**config.mk**
```make
export PLATFORM = sky130hd
export DESIGN_NAME = zaman_kontrol
export DESIGN_NICKNAME = d
export VERILOG_FILES = /design/src/rtl/zaman_kontrol.sv
export SDC_FILE = /design/constraint.sdc
export NUM_CORES = 1
export LEC_CHECK = 0
export CAP_MARGIN = 20
export CORE_UTILIZATION = 60
export CTS_CLUSTER_SIZE = 28
export DETAILED_ROUTE_END_ITERATION = 7
export HOLD_SLACK_MARGIN = 0.06
export PLACE_DENSITY = 0.79
export SYNTH_ARGS = -nofsm -noshare
export SYNTH_HDL_FRONTEND = slang
export SYNTH_SLANG_ARGS = --single-unit
```
**constraint.sdc**
```tcl
create_clock -name clk -period 5 [get_ports clk]
set_input_delay 1 -clock clk [delete_from_list [all_inputs] [get_ports clk]]
set_output_delay 1 -clock clk [all_outputs]
set_load 0.02 [all_outputs]
```
**src/rtl/zaman_kontrol.sv**
```systemverilog
`default_nettype none
// ============================================================================
//  Module      : zaman_kontrol
//  Description : Clock-setting controller. Three raw push-buttons are
//                synchronized and debounced; the mode button steps a
//                CALIS -> DAKIKA_AYAR -> SAAT_AYAR -> CALIS state machine.
//                In CALIS a prescaler drives a 0..59 seconds counter and
//                emits a one-cycle pulse per elapsed minute. In the set modes
//                the seconds are frozen at 0 and the adjust buttons produce
//                one-cycle minute/hour adjust pulses.
//  Optional    : define OTO_TEKRAR_EN to enable auto-repeat of a held
//                adjust button every TEKRAR_CNT cycles.
//  Ports       : clk            - clock, rising edge
//                reset          - asynchronous, active-high reset
//                mod_buton      - raw mode button
//                arttir_in      - raw increment button
//                azalt_in       - raw decrement button
//                stop           - high while in a set mode
//                dakika_arttir  - one-cycle pulse per elapsed minute
//                arttir_dk/azalt_dk - minute adjust pulses
//                arttir_st/azalt_st - hour adjust pulses
//                saniye[5:0]    - seconds 0..59
//                mod[1:0]       - state (0 CALIS, 1 DAKIKA_AYAR, 2 SAAT_AYAR)
//  Revision    : 1.0 - initial release
// ============================================================================
module zaman_kontrol #(
    parameter int CLK_HZ     = 100000000,
    parameter int DEB_CNT    = 1000000,
    parameter int TEKRAR_CNT = 25000000
) (
    input  logic       clk,
    input  logic       reset,
    input  logic       mod_buton,
    input  logic       arttir_in,
    input  logic       azalt_in,
    output logic       stop,
    output logic       dakika_arttir,
    output logic       arttir_dk,
    output logic       azalt_dk,
    output logic       arttir_st,
    output logic       azalt_st,
    output logic [5:0] saniye,
    output logic [1:0] mod
);

    localparam int c_PRE_W = (CLK_HZ > 1) ? $clog2(CLK_HZ) : 1;
    localparam int c_DEB_W = (DEB_CNT > 1) ? $clog2(DEB_CNT) : 1;
    localparam logic [c_PRE_W-1:0] c_PRE_LAST = c_PRE_W'(CLK_HZ - 1);
    localparam logic [c_DEB_W-1:0] c_DEB_LAST = c_DEB_W'(DEB_CNT - 1);

    typedef enum logic [1:0] {
        CALIS       = 2'd0,
        DAKIKA_AYAR = 2'd1,
        SAAT_AYAR   = 2'd2
    } state_t;

    // Button index: 0 = mode, 1 = increment, 2 = decrement
    logic [2:0] w_raw;
    logic [2:0] w_lvl;
    logic [2:0] w_press;

    assign w_raw = {azalt_in, arttir_in, mod_buton};

    // ------------------------------------------------------------------------
    // Per-button 2-flop synchronizer, debouncer and rising-edge detector.
    // The clean level only follows the synchronized input after it has
    // differed for DEB_CNT consecutive cycles; any bounce restarts the count.
    // ------------------------------------------------------------------------
    generate
        for (genvar gi = 0; gi < 3; gi++) begin : g_btn
            logic               r_s1;
            logic               r_s2;
            logic               r_lvl;
            logic               r_lvl_q;
            logic [c_DEB_W-1:0] r_cnt;

            always_ff @(posedge clk or posedge reset) begin
                if (reset) begin
                    r_s1    <= 1'b0;
                    r_s2    <= 1'b0;
                    r_lvl   <= 1'b0;
                    r_lvl_q <= 1'b0;
                    r_cnt   <= '0;
                end else begin
                    r_s1    <= w_raw[gi];
                    r_s2    <= r_s1;
                    r_lvl_q <= r_lvl;
                    if (r_s2 != r_lvl) begin
                        if (r_cnt == c_DEB_LAST) begin
                            r_lvl <= r_s2;
                            r_cnt <= '0;
                        end else begin
                            r_cnt <= r_cnt + 1'b1;
                        end
                    end else begin
                        r_cnt <= '0;
                    end
                end
            end

            assign w_lvl[gi]   = r_lvl;
            assign w_press[gi] = r_lvl & ~r_lvl_q;
        end
    endgenerate

    state_t r_state;
    state_t w_state_next;
    logic   w_mod_evt;
    logic   w_rep;
    logic   w_adj_art;
    logic   w_adj_az;
    logic   w_art_dk;
    logic   w_az_dk;
    logic   w_art_st;
    logic   w_az_st;

    assign w_mod_evt = w_press[0];

    // ------------------------------------------------------------------------
    // Auto-repeat: while exactly one adjust level is held in a set mode, a
    // repeat request fires every TEKRAR_CNT cycles counted from the press.
    // ------------------------------------------------------------------------
`ifdef OTO_TEKRAR_EN
    localparam int c_TEK_W = (TEKRAR_CNT > 1) ? $clog2(TEKRAR_CNT) : 1;
    localparam logic [c_TEK_W-1:0] c_TEK_LAST = c_TEK_W'(TEKRAR_CNT - 1);

    logic               w_hold;
    logic [c_TEK_W-1:0] r_tek_cnt;

    assign w_hold = (r_state != CALIS) && (w_lvl[1] ^ w_lvl[2]);

    always_ff @(posedge clk or posedge reset) begin
        if (reset) begin
            r_tek_cnt <= '0;
        end else if (!w_hold || w_press[1] || w_press[2] || w_mod_evt) begin
            r_tek_cnt <= '0;
        end else if (r_tek_cnt == c_TEK_LAST) begin
            r_tek_cnt <= '0;
        end else begin
            r_tek_cnt <= r_tek_cnt + 1'b1;
        end
    end

    assign w_rep = w_hold && !(w_press[1] || w_press[2]) && (r_tek_cnt == c_TEK_LAST);
`else
    // Repeat disabled; the parameter is only referenced to keep the
    // interface identical across builds. Always evaluates to 0.
    assign w_rep = (TEKRAR_CNT < 0);
`endif

    // An adjust request needs the other adjust level to be low, so pressing
    // both buttons together yields nothing.
    assign w_adj_art = (w_press[1] | w_rep) & w_lvl[1] & ~w_lvl[2];
    assign w_adj_az  = (w_press[2] | w_rep) & w_lvl[2] & ~w_lvl[1];

    // ------------------------------------------------------------------------
    // Mode FSM
    // ------------------------------------------------------------------------
    always_ff @(posedge clk or posedge reset) begin
        if (reset) begin
            r_state <= CALIS;
        end else begin
            r_state <= w_state_next;
        end
    end

    // A mode event takes priority: adjust requests in that cycle are dropped.
    always_comb begin
        w_state_next = r_state;
        w_art_dk     = 1'b0;
        w_az_dk      = 1'b0;
        w_art_st     = 1'b0;
        w_az_st      = 1'b0;
        case (r_state)
            CALIS: begin
                if (w_mod_evt) begin
                    w_state_next = DAKIKA_AYAR;
                end
            end
            DAKIKA_AYAR: begin
                if (w_mod_evt) begin
                    w_state_next = SAAT_AYAR;
                end else begin
                    w_art_dk = w_adj_art;
                    w_az_dk  = w_adj_az;
                end
            end
            SAAT_AYAR: begin
                if (w_mod_evt) begin
                    w_state_next = CALIS;
                end else begin
                    w_art_st = w_adj_art;
                    w_az_st  = w_adj_az;
                end
            end
            default: begin
                w_state_next = CALIS;
            end
        endcase
    end

    // ------------------------------------------------------------------------
    // Timebase: runs only while staying in CALIS. Leaving CALIS, being in a
    // set mode, or the edge that returns to CALIS all hold it at zero, so
    // counting restarts from 0 and no minute pulse can occur with stop high.
    // ------------------------------------------------------------------------
    logic [c_PRE_W-1:0] r_presc;
    logic [5:0]         r_saniye;
    logic               r_dakika;

    always_ff @(posedge clk or posedge reset) begin
        if (reset) begin
            r_presc  <= '0;
            r_saniye <= 6'd0;
            r_dakika <= 1'b0;
        end else begin
            r_dakika <= 1'b0;
            if ((r_state != CALIS) || (w_state_next != CALIS)) begin
                r_presc  <= '0;
                r_saniye <= 6'd0;
            end else if (r_presc == c_PRE_LAST) begin
                r_presc <= '0;
                if (r_saniye == 6'd59) begin
                    r_saniye <= 6'd0;
                    r_dakika <= 1'b1;
                end else begin
                    r_saniye <= r_saniye + 6'd1;
                end
            end else begin
                r_presc <= r_presc + 1'b1;
            end
        end
    end

    // Registered adjust pulses
    logic r_art_dk;
    logic r_az_dk;
    logic r_art_st;
    logic r_az_st;

    always_ff @(posedge clk or posedge reset) begin
        if (reset) begin
            r_art_dk <= 1'b0;
            r_az_dk  <= 1'b0;
            r_art_st <= 1'b0;
            r_az_st  <= 1'b0;
        end else begin
            r_art_dk <= w_art_dk;
            r_az_dk  <= w_az_dk;
            r_art_st <= w_art_st;
            r_az_st  <= w_az_st;
        end
    end

    assign stop          = (r_state != CALIS);
    assign mod           = r_state;
    assign saniye        = r_saniye;
    assign dakika_arttir = r_dakika;
    assign arttir_dk     = r_art_dk;
    assign azalt_dk      = r_az_dk;
    assign arttir_st     = r_art_st;
    assign azalt_st      = r_az_st;

endmodule
`default_nettype wire

```
After elaboration in Yosys (flattened, before gate mapping):

Cells that the tools add are included.

* $add $sub $neg: 5
* multipliers: 0
* div/mod/pow operators: 0
* magnitude comparators: 0
* eq/ne operators: 10
* shift-type cells: 0
* multiplexer cells: 24
* bitwise operators: 12
* reductions and logical operators: 8

Operators with widths (count)
* 2-to-1 mux 20 bit: 6
* adder 20 x 1 -> 20 bit (second input constant): 3
* == test 20 bit (second input constant): 3
* 2-to-1 mux 27 bit: 2
* adder 27 x 1 -> 27 bit (second input constant): 1
* == test 27 bit (second input constant): 1
* 2-to-1 mux 6 bit: 3
* 2-to-1 mux 1 bit: 9
* bitwise AND 1 bit: 7
* adder 6 x 1 -> 6 bit (second input constant): 1
* == test 6 bit (second input constant): 1
* 2-to-1 mux 2 bit: 3
* one-hot mux 2 bit (3 select lines): 1
* AND reduction 2 bit: 3
* nonzero test 2 bit: 3
* inverter 1 bit: 5
* != test 1 bit: 3
* == test 2 x 1 -> 1 bit (second input constant): 1
* == test 2 bit (second input constant): 1
* zero test 2 bit: 1
* logical OR 1 bit: 1

* flip-flop bits (word level): 112
* latch bits: 0
* RAM bits: 0
* bits in read-only memories: 0
* input bits: 5
* output and inout port bits: 14
* logic and storage cells: 82
* memories kept: 0

Logic depth before layout (Yosys ltp):

Gate-level depths: netlist of run 1.

* word-level depth: 7
* gate-level depth with buffers: 7
* gate-level depth less buffers: 5

Worst setup path after synthesis of run 1:

Ideal clock, no wire load.

* path type: reg2reg
* start: reg r_presc[0]
* end: reg r_presc[16]
* library setup time: 0.077 ns
* arrival: 1.887 ns
* required time: 4.923 ns
* setup slack: 3.036 ns
* cell stages (with the launch flop): 7
* path buffers: 1
* clock period less this slack: 1.964 ns
* path through: dfrtp_1 -> ha_1 -> nand3_1 -> or4_4 -> buf_6 -> or3_1 -> a21oi_1

* word-level cells in the longest chain between the ends: 3
* elaborated cells between the ends (all ways): 4
* classes of those cells: add/sub (1); eq/ne (1); mux (2)

Ends and longest elaborated chain
* start, declared: RTL line 207 `logic [c_PRE_W-1:0] r_presc;`
* start signal, assigned: RTL line 230 `r_presc <= r_presc + 1'b1;`
* adder 27 x 1 -> 27 bit / == test 27 bit (equally long branches): RTL line 230, 221
* 2-to-1 mux 27 bit (*): RTL line 221 `end else if (r_presc == c_PRE_LAST) begin`
* 2-to-1 mux 27 bit (*): RTL line 218 `if ((r_state != CALIS) || (w_state_next != CALIS)) begin`

Mark *: on every way between the ends. The rest lies on a longest branch, timed or not.
A chain may end at the register's enable or synchronous reset.

Worst setup path after layout of run 1:

* start: reg r_state[0] (netlist: mod[0])
* end: out stop

* word-level cells in the longest chain between the ends: 1

Ends and longest elaborated chain
* start, declared: RTL line 106 `state_t r_state;`
* start signal, assigned: RTL line 163 `r_state <= w_state_next;`
* nonzero test 2 bit: RTL line 255 `assign stop = (r_state != CALIS);`
* end, declared: RTL line 36 `output logic stop,`

No other way between the ends.

==> metrics.yaml, run 1 <==
dp_hpwl_um: 6710
initial_core_util: 0.617
grt_overflow: 0
min_to: "g_btn[0].r_s2"
drive_gt1_frac: 0.0609
final_area_mm2: 0.00586
ir_drop_uv: 184
syn_avg_cell_area_um2: 10.1
holdCritStartpoint: "g_btn[0].r_s1"
syn_to_final_growth_pct: 9.44
synth_cells: 532
core_area_mm2: 0.00868
critical_path_class: "reg2out"
core.rowCount: 34
holdBufCountCts: 0
cp_num_buf_inv: 1
synth-seq-area-share: 0.523
dieArea_mm2: 0.00931
crit_path_cell_trace: "or2_1, clkdlybuf4s50_1"
top_layer_used: "met4"
cts.path.max_buffers: 2
ios: 19
synth_nets: 542
fin_skew_ns: 0.0122
r2r_setup_slack_ns: 2.78
numClockSinks: 112
ant_nets: 0
fin_tns_setup_ns: 0
dr_wl_met2_um: 4850
hp-class: "reg2reg"
cap_viol_max_count: 0
clk_pin_slew_ns: 0.11
synth.distinct_cells: 44
synth_warnings: 0
grt_pass1_vias: 3702
tritoncts: "yes"
min_path_cells: 0
fin_nets: 563
wl_met3_um: 336
routed_wl_um: 10000
r2r_start: "g_btn[0].r_lvl"
wl_per_cell_um: 15.0
post_cts_buffers: 0
cts_resized: 0
drt-initial-drc-count: 182
final_common_cell: "dfrtp_1"
cp-end-kind: "output port"
status: "completed"
path_delay_family: "buffers and inverters"
grt_max_degree: 49
cpPeakStageDelay_ns: 0.55
die_y_um: 96.5
r2r_end: "r_presc[7]"
post-route-period-util: 0.532
worstPathRequired_ns: 4.00
min_period_ns: 2.66
drc: 0
fmax_mhz: 376
maxSlewViolCount: 0
layout_common_cells: "dfrtp_1, nor2_1, xnor2_1, nand3_1, a21oi_1"
synth_seq_cells: 112
p_per_area_mw_per_mm2: 260
relSlewSlack: 0.439
grt_pass1_wl_um: 16700
routed_via_density: 5.96
first_pass_iters: 5
tightestPinTransition_ns: 0.842
r2r_cells: 4
placed_area_mm2: 0.00565
diodes: 0
worstSetupStartpointType: "register"
cts_root_buffer: "clkbuf_8"
hold_violations: 0
setup_violations: 0
routabilityCongestion: 0.817
cts_buffers: 9
htree_levels: 3
p_leak_uw: 0.00235
insertion_delay_ns: 0.38
vias: 3970
synth_top_area_cell: "dfrtp_1"
rsz0062_at_grt: "no"
antenna_found_initial: 0
syn_area_mm2: 0.00536
yosys-top-cells-area: "dfrtp_1, xnor2_1, nor2_1"
worst-endpoint-arrival_ns: 1.66
io_buffers: 18
netlist.area_leader.share: 0.523
critPathSlowestCell: "clkdlybuf4s50_1"
met1_length_um: 4670
die_w_um: 96.5
grt_use_total: 0.234
cp_max_fo: 6
[synthesized netlist by cell type, drive strengths merged]
| master | n |
|---|---|
| or3b | 2 |
| a31oi | 1 |
| nor3 | 16 |
| a21oi | 28 |
| inv | 22 |
| or4 | 19 |
| a21o | 1 |
| a41oi | 1 |
| nor4b | 6 |
| or4b | 2 |
| dfrtp | 112 |
| nor2b | 3 |
| nand3b | 1 |
| nor2 | 78 |
| xor2 | 12 |
| and4 | 4 |
| and4b | 1 |
| o31ai | 19 |
| nor4 | 16 |
| or2 | 2 |
| mux2 | 3 |
| buf | 4 |
| nand3 | 33 |
| and3 | 10 |
| o21ai | 10 |
| nand4 | 20 |
| a311oi | 2 |
| nand2 | 23 |
| clkbuf | 8 |
| xnor2 | 47 |
| or3 | 14 |
| and2 | 3 |
| ha | 5 |
| o31a | 1 |
| o41ai | 1 |
| nor4bb | 1 |
| nand4b | 1 |
[per-stage QoR]
stage	utilization	total power [uW]	hold WS (ns)	setup slack, ns	instances
finish	0.675	1520	0.360	2.34	666
global placement	0.651	981	0.333	2.56	650
CTS	0.675	1540	0.362	2.33	666
detailed placement	0.651	983	0.335	2.52	650
global route	0.675	1580	0.396	2.28	666
floorplan	-	967	0.331	1.04	532
[where the power goes]
part / internal (uW) / total (uW) / switching, uW
Clock: 242 / 561 / 319
Sequential: 913 / 921 / 7.81
Combinational: 11.9 / 42.4 / 30.5
[layout make-up]
| type | instances | area [um^2] |
|---|---|---|
| multi-input combinational | 386 | 2420 |
| clock inverter | 7 | 86.3 |
| timing repair buffer | 22 | 210 |
| sequential | 112 | 2800 |
| clock buffer | 9 | 124 |
| tap | 108 | 135 |
| inverter | 22 | 85.1 |
| fill | 672 | 2820 |
[how the worst max path moves through the flow]
stage	slack [ns]	start	end	depth (start not counted)
finish	2.34	mod[0]	stop	2
global route	2.28	mod[0]	stop	2
CTS	2.33	mod[0]	stop	2
detailed placement	2.52	reset	g_btn[1].r_cnt[19]	3
global placement	2.56	reset	r_presc[17]	3
floorplan	1.04	reset	arttir_dk	1
[kinds of logic (layout without fill, tap and decap cells)]
kind of cell | after synthesis | count (layout) | synth area share
xor gates and xnor gates | 59 | 59 | 0.0965
AOI/OAI and AO/OA | 64 | 64 | 0.0755
DFF | 112 | 112 | 0.523
buffers and inverters | 34 | 60 | 0.0271
and+or+nand+nor | 255 | 255 | 0.260
muxes | 3 | 3 | 0.00631
adders and majority gates | 5 | 5 | 0.0117
[per-layer routing]
layer,vias up,track usage
li1,1956,-
met1,1931,0.312
met2,65,0.376
met3,18,0.0556
met4,0,0.0784
met5,-,0
[state kept, by name, summed over array words and instances, names as in the netlist]
| register | flops |
|---|---|
| arttir_dk | 1 |
| arttir_st | 1 |
| azalt_dk | 1 |
| azalt_st | 1 |
| dakika_arttir | 1 |
| g_btn.r_cnt | 60 |
| g_btn.r_lvl | 3 |
| g_btn.r_lvl_q | 3 |
| g_btn.r_s1 | 3 |
| g_btn.r_s2 | 3 |
| mod | 2 |
| r_presc | 27 |
| saniye | 6 |
(Power assumes the default switching activity.)
==> run 2, diff against run 1 <==
--- a/config.mk
+++ b/config.mk
@@ -6,11 +6,11 @@
 export NUM_CORES = 1
 export LEC_CHECK = 0
 export CAP_MARGIN = 20
-export CORE_UTILIZATION = 60
+export CORE_UTILIZATION = 55
 export CTS_CLUSTER_SIZE = 28
 export DETAILED_ROUTE_END_ITERATION = 7
 export HOLD_SLACK_MARGIN = 0.06
-export PLACE_DENSITY = 0.79
+export PLACE_DENSITY = 0.77
 export SYNTH_ARGS = -nofsm -noshare
 export SYNTH_HDL_FRONTEND = slang
 export SYNTH_SLANG_ARGS = --single-unit
==> constraint.sdc (replaced) <==
create_clock -name clk -period 2.4 [get_ports clk]
set_input_delay 0.48 -clock clk [delete_from_list [all_inputs] [get_ports clk]]
set_output_delay 0.48 -clock clk [all_outputs]
set_load 0.02 [all_outputs]
==> run 2 against run 1 <==
  * Clock skew grew 0.0029 ns
  * Critical endpoint is now r_presc[26]
  * Total power up 100%
  * Routed wire length fell by 0.31%
  * Highest routed layer unchanged
  * Critical path depth is 3 higher
  * Via count increased by 0.65%
==> metrics.yaml, run 2 (synthesis results as in run 1) <==
die_w_um: 101  # +4.4%
dieArea_mm2: 0.0101  # +8.9%
fin_nets: 568  # +0.89%
final_area_mm2: 0.00596  # +1.6%
die_y_um: 101  # +4.4%
r2r_cells: 5  # +1
min_path_cells: 0  # unchanged
fin_tns_setup_ns: 0  # unchanged
post-route-period-util: 0.916
drive_gt1_frac: 0.0693  # +0.00834
worst-endpoint-arrival_ns: 2.50  # +0.84 ns
relSlewSlack: 0.601  # +0.162
io_buffers: 18  # unchanged
critical_path_class: "reg2reg"
wl_per_cell_um: 14.4  # -4.1%
total_power_uw: 3120  # +100%
rsz0062_at_grt: "no"
min_period_ns: 2.20
routabilityCongestion: 0.862  # +5.5%
ios: 19  # unchanged
initial_core_util: 0.574  # -0.0430
numClockSinks: 112  # unchanged
grt_pass1_wl_um: 17700  # +5.8%
path_delay_family: "simple AND/OR/NAND/NOR gates"
grt_use_total: 0.221  # -0.0127
ant_nets: 0  # unchanged
cts_resized: 0  # unchanged
dp_hpwl_um: 6790  # +1.1%
diodes: 0  # unchanged
grt_pass1_vias: 3939  # +6.4%
p_leak_uw: 0.00237  # +0.99%
p_per_area_mw_per_mm2: 524  # +100%
critPathSlowestCell: "or4_4"
first_pass_iters: 4  # -1
fin_skew_ns: 0.0151  # +0.00293 ns
routed_via_density: 5.77  # -3.1%
hold_violations: 0  # unchanged
cap_viol_max_count: 0  # unchanged
core_area_mm2: 0.00933  # +7.5%
multiInputGateArea_mm2: 0.00242  # unchanged
htree_levels: 3  # unchanged
routed_wl_um: 9980  # -0.31%
setup_violations: 0  # unchanged
cpPeakStageDelay_ns: 0.64  # +0.09 ns
cts_buffers: 9  # unchanged
core.rowCount: 35  # +2.9%
cts_root_buffer: "clkbuf_8"
layout.area.seq_mm2: 0.00280  # unchanged
worstPathRequired_ns: 2.70  # -1.30 ns
cp_num_buf_inv: 0  # -1
tritoncts: "yes"
fmax_mhz: 455
largest_reg_flops: 60  # unchanged
insertion_delay_ns: 0.38  # about the same
crit_path_cell_trace: "ha_1, nand3_1, or4_4, or4_1, a21oi_1"
ir_drop_uv: 406  # +120%
drc: 0  # unchanged
tightestPinTransition_ns: 0.597  # -0.245 ns
path_depth: 5  # +3
cts.path.max_buffers: 2  # unchanged
holdBufCountCts: 0  # unchanged
clk_pin_slew_ns: 0.12  # about the same
vias: 3996  # +0.65%
worstSetupStartpointType: "register"
drt-initial-drc-count: 181  # -0.55%
post_cts_buffers: 0  # unchanged
maxSlewViolCount: 0  # unchanged
fillers: 748  # +11%
layout_common_cells: "dfrtp_1, nor2_1, xnor2_1, nand3_1, a21oi_1"
cp_max_fo: 14  # +8
syn_to_final_growth_pct: 11.2
antenna_found_initial: 0  # unchanged
hp-class: "reg2reg"
status: "completed"
final_common_cell: "dfrtp_1"
cp-end-kind: "register"
grt_max_degree: 42  # -14%
placed_area_mm2: 0.00575  # +1.8%
max_flop_register: "g_btn.r_cnt"
grt_overflow: 0  # unchanged
[run 2: worst reg2reg max path, cell delays in order (launching register included)]
cell	delay [ns]
dfrtp_1	0.46
ha_1	0.23
nand3_1	0.14
or4_4	0.64
or4_1	0.49
a21oi_1	0.16
[run 2: through the flow]
step            util  setup slack (ns)  hold slack (ns)  instances
4_1_cts        0.638             0.200            0.362        692
3_5_place_dp   0.617             0.223            0.336        676
5_1_grt        0.638            0.0213            0.380        692
3_3_place_gp   0.617             0.312            0.333        676
2_1_floorplan      -             0.436            0.331        532
6_report       0.638             0.202            0.358        692
[run 2: path summary, 6_finish.rpt]
kind                               startpoint                end  slack [ns]
worst max-delay path               r_presc[0]        r_presc[26]        0.20
worst min-delay path            g_btn[1].r_s1      g_btn[1].r_s2        0.36
worst max register to register     r_presc[0]        r_presc[26]        0.20
worst min register to register  g_btn[1].r_s1      g_btn[1].r_s2        0.36
max in group asynchronous               reset        r_presc[25]        1.30
min in group asynchronous               reset  g_btn[0].r_cnt[5]        0.50
[run 2: final cells by class]
| cell class | count | share of cell area |
|---|---|---|
| clock inverter | 7 | 0.0132 |
| clock buffer | 9 | 0.0208 |
| sequential | 112 | 0.471 |
| timing repair buffer | 27 | 0.0479 |
| inverter | 22 | 0.0145 |
| tap | 129 | 0.0271 |
| multi-input combinational | 386 | 0.406 |
[run 2: layer usage]
metal  vias up  wire length [um]  track usage
met3        20               444       0.0576
li1       1962                 -            -
met4         0               192       0.0903
met2        94              4880        0.360
met1      1920              4470        0.281
met5         -                 0            0
[run 2: power breakdown]
part	switching [uW]	leakage [uW]	internal (uW)
Combinational	65.6	0.000742	32.4
Clock	699	0.0000981	407
Sequential	14.8	0.00153	1900
==> run 3, diff against run 2 <==
--- a/config.mk
+++ b/config.mk
@@ -5,12 +5,13 @@
 export SDC_FILE = /design/constraint.sdc
 export NUM_CORES = 1
 export LEC_CHECK = 0
+export ABC_AREA = 1
 export CAP_MARGIN = 20
-export CORE_UTILIZATION = 55
+export CORE_UTILIZATION = 56
 export CTS_CLUSTER_SIZE = 28
 export DETAILED_ROUTE_END_ITERATION = 7
 export HOLD_SLACK_MARGIN = 0.06
-export PLACE_DENSITY = 0.77
+export PLACE_DENSITY = 0.78
 export SYNTH_ARGS = -nofsm -noshare
 export SYNTH_HDL_FRONTEND = slang
 export SYNTH_SLANG_ARGS = --single-unit
==> run 3 against run 2 <==
  * Synthesized cell count increased by 55%
  * Via count increased by 27%
  * Final area increased by 11%
  * Sequential power about the same
  * Clock skew decreased by 0.0034 ns
  * First-iteration DRC count increased by 80%
  * Register-to-register slack improved by 0.39 ns
  * Flip-flop and latch count unchanged
  * Largest power group unchanged
  * Worst setup slack improved by 0.13 ns
  * Clock-buffer cell count increased by 2
  * Critical endpoint is now stop
  * Synthesized area increased by 13%
==> metrics.yaml, run 3 <==
syn_to_final_growth_pct: 9.23
cts_resized: 0  # unchanged
fillers: 939  # +26%
max_flop_register: "g_btn.r_cnt"
antenna_found_initial: 0  # unchanged
synth.distinct_cells: 32  # -27%
finalNonFillerCells: 993  # +43%
die_y_um: 106  # +5.4%
relSlewSlack: 0.597  # -0.00469
min_period_ns: 2.07  # -0.130 ns
worstSetupStartpointType: "register"
grt_use_total: 0.246  # +0.0251
dieArea_mm2: 0.0113  # +11%
post_cts_buffers: 0  # unchanged
tritoncts: "yes"
synth_nets: 833  # +54%
dp_hpwl_um: 9350  # +38%
routed_wl_um: 12500  # +25%
post-synth-top-count-cell: "nor2_1"
initial_core_util: 0.583  # +0.00907
critPathSlowestCell: "clkdlybuf4s50_1"
clk_pin_slew_ns: 0.10  # -0.02 ns
yosys-top-cells-area: "dfrtp_1, nor2_1, nand2_1"
holdBufCountCts: 0  # unchanged
first_pass_iters: 6  # +2
drt-initial-drc-count: 325  # +80%
setup_violations: 0  # unchanged
synth_top_area_cell: "dfrtp_1"
grt_overflow: 0  # unchanged
ios: 19  # unchanged
p_leak_uw: 0.00294  # +24%
ir_drop_uv: 469  # +15%
hold_violations: 0  # unchanged
wl_per_cell_um: 12.6  # -13%
die_w_um: 106  # +5.4%
async_flop_share: 1.00  # unchanged
ys_top_cells_by_count: "nor2_1, nand2_1, dfrtp_1"
insertion_delay_ns: 0.39  # about the same
diodes: 0  # unchanged
cp-end-kind: "output port"
cts_root_buffer: "clkbuf_8"
post-route-period-util: 0.862  # -0.0541
status: "completed"
htree_levels: 3  # unchanged
io_buffers: 18  # unchanged
fmax_mhz: 483  # +6.3%
final_common_cell: "nor2_1"
synth_top_flop_cell: "dfrtp_1"
cpPeakStageDelay_ns: 0.61  # -0.03 ns
fin_nets: 862  # +52%
hp-class: "reg2reg"
fin_skew_ns: 0.0118  # -0.00336 ns
drive_gt1_frac: 0.0607  # -0.00859
core.rowCount: 37  # +5.7%
cp_max_fo: 4  # -10
syn_avg_cell_area_um2: 7.38  # -27%
fin_tns_setup_ns: 0  # unchanged
critical_path_class: "reg2out"
ant_nets: 0  # unchanged
routabilityCongestion: 0.948  # +10%
synth_cells: 823  # +55%
rsz0062_at_grt: "no"
cap_viol_max_count: 0  # unchanged
core_area_mm2: 0.0104  # +12%
cts.path.max_buffers: 2  # unchanged
grt_max_degree: 46  # +9.5%
tightestPinTransition_ns: 0.604  # +0.00702 ns
layout_common_cells: "nor2_1, nand2_1, dfrtp_1, inv_1, nand3_1"
syn_area_mm2: 0.00607  # +13%
numClockSinks: 112  # unchanged
dp_cells: 977  # +45%
largest_reg_flops: 60  # unchanged
worst-endpoint-arrival_ns: 1.59  # -0.91 ns
synth-seq-area-share: 0.461  # -0.0620
drc: 0  # unchanged
synth_seq_cells: 112  # unchanged
cts_buffers: 9  # unchanged
vias: 5072  # +27%
p_per_area_mw_per_mm2: 465  # -11%
grt_pass1_vias: 4876  # +24%
grt_pass1_wl_um: 22000  # +25%
crit_path_cell_trace: "inv_1, nand2_1, clkdlybuf4s50_1"
netlist.area_leader.share: 0.461  # -0.0620
worstPathRequired_ns: 1.92  # -0.78 ns
routed_via_density: 5.11  # -12%
maxSlewViolCount: 0  # unchanged
synth_edf_count: 0  # unchanged
synth_warnings: 0  # unchanged
run 3: cell count changes in the layout (fill, tap and decap cells not counted), sizes merged, moves of 19 or more:
cell,change
or4,-19
nand2,+186
xnor2,-32
nor2,+152
o31ai,-19
inv,+76
run 3: critical path, delay by kind of cell, from the launching register on:
family / cells / cell delay [ns]
buffers and inverters: 2 / 0.71
and+or+nand+nor: 1 / 0.07
DFF: 1 / 0.42
run 3: layout make-up:
| cell class | instances | area [um^2] | share of cell area |
|---|---|---|---|
| Multi-Input combinational cell | 609 | 2880 | 0.434 |
| Sequential cell | 112 | 2800 | 0.422 |
| Inverter | 99 | 375 | 0.0566 |
| Timing Repair Buffer | 21 | 228 | 0.0343 |
| Tap cell | 136 | 170 | 0.0256 |
| Clock buffer | 11 | 151 | 0.0228 |
| Clock inverter | 5 | 31.3 | 0.00471 |
run 3: routing by layer:
metal | global-route usage | share of wire
met5 | 0 | 0
met3 | 0.0601 | 0.050
met1 | 0.323 | 0.46
met2 | 0.403 | 0.48
met4 | 0.0724 | 0.0095
run 3: worst paths after layout:
kind | cells past startpoint | slack, ns | from | end
max | 3 | 0.33 | mod[1] | stop
min | 0 | 0.36 | g_btn[1].r_s1 | g_btn[1].r_s2
max reg2reg | 8 | 0.59 | g_btn[2].r_cnt[0] | g_btn[2].r_cnt[13]
min reg2reg | 0 | 0.36 | g_btn[1].r_s1 | g_btn[1].r_s2
max in group asynchronous | 3 | 1.27 | reset | r_presc[19]
min in group asynchronous | 2 | 0.50 | reset | g_btn[1].r_cnt[12]
run 3: where the power goes:
| part | internal [uW] | switching [uW] |
|---|---|---|
| combinational | 31.0 | 73.1 |
| clock | 431 | 632 |
| sequential | 1900 | 13.7 |
run 3: cell families (layout without fill, tap and decap cells):
family,count (synthesis),count (layout),share of synthesized area
compound gates,25,25,0.0216
xor+xnor,43,43,0.0620
fa+ha+maj,5,5,0.0103
buf+inv,102,136,0.0651
flops,112,112,0.461
simple gates,536,536,0.380
run 3: per-stage QoR:
stage                util  hold WS (ns)  worst slack [ns]  power (uW)  area [um^2]
global placement    0.619         0.337             0.717        2060         6450
detailed placement  0.619         0.345             0.625        2060         6450
floorplan               -         0.331             0.563        2020         6080
finish              0.637         0.361             0.332        3080         6640
global route        0.637         0.368             0.217        3210         6640
CTS                 0.637         0.365             0.312        3130         6640
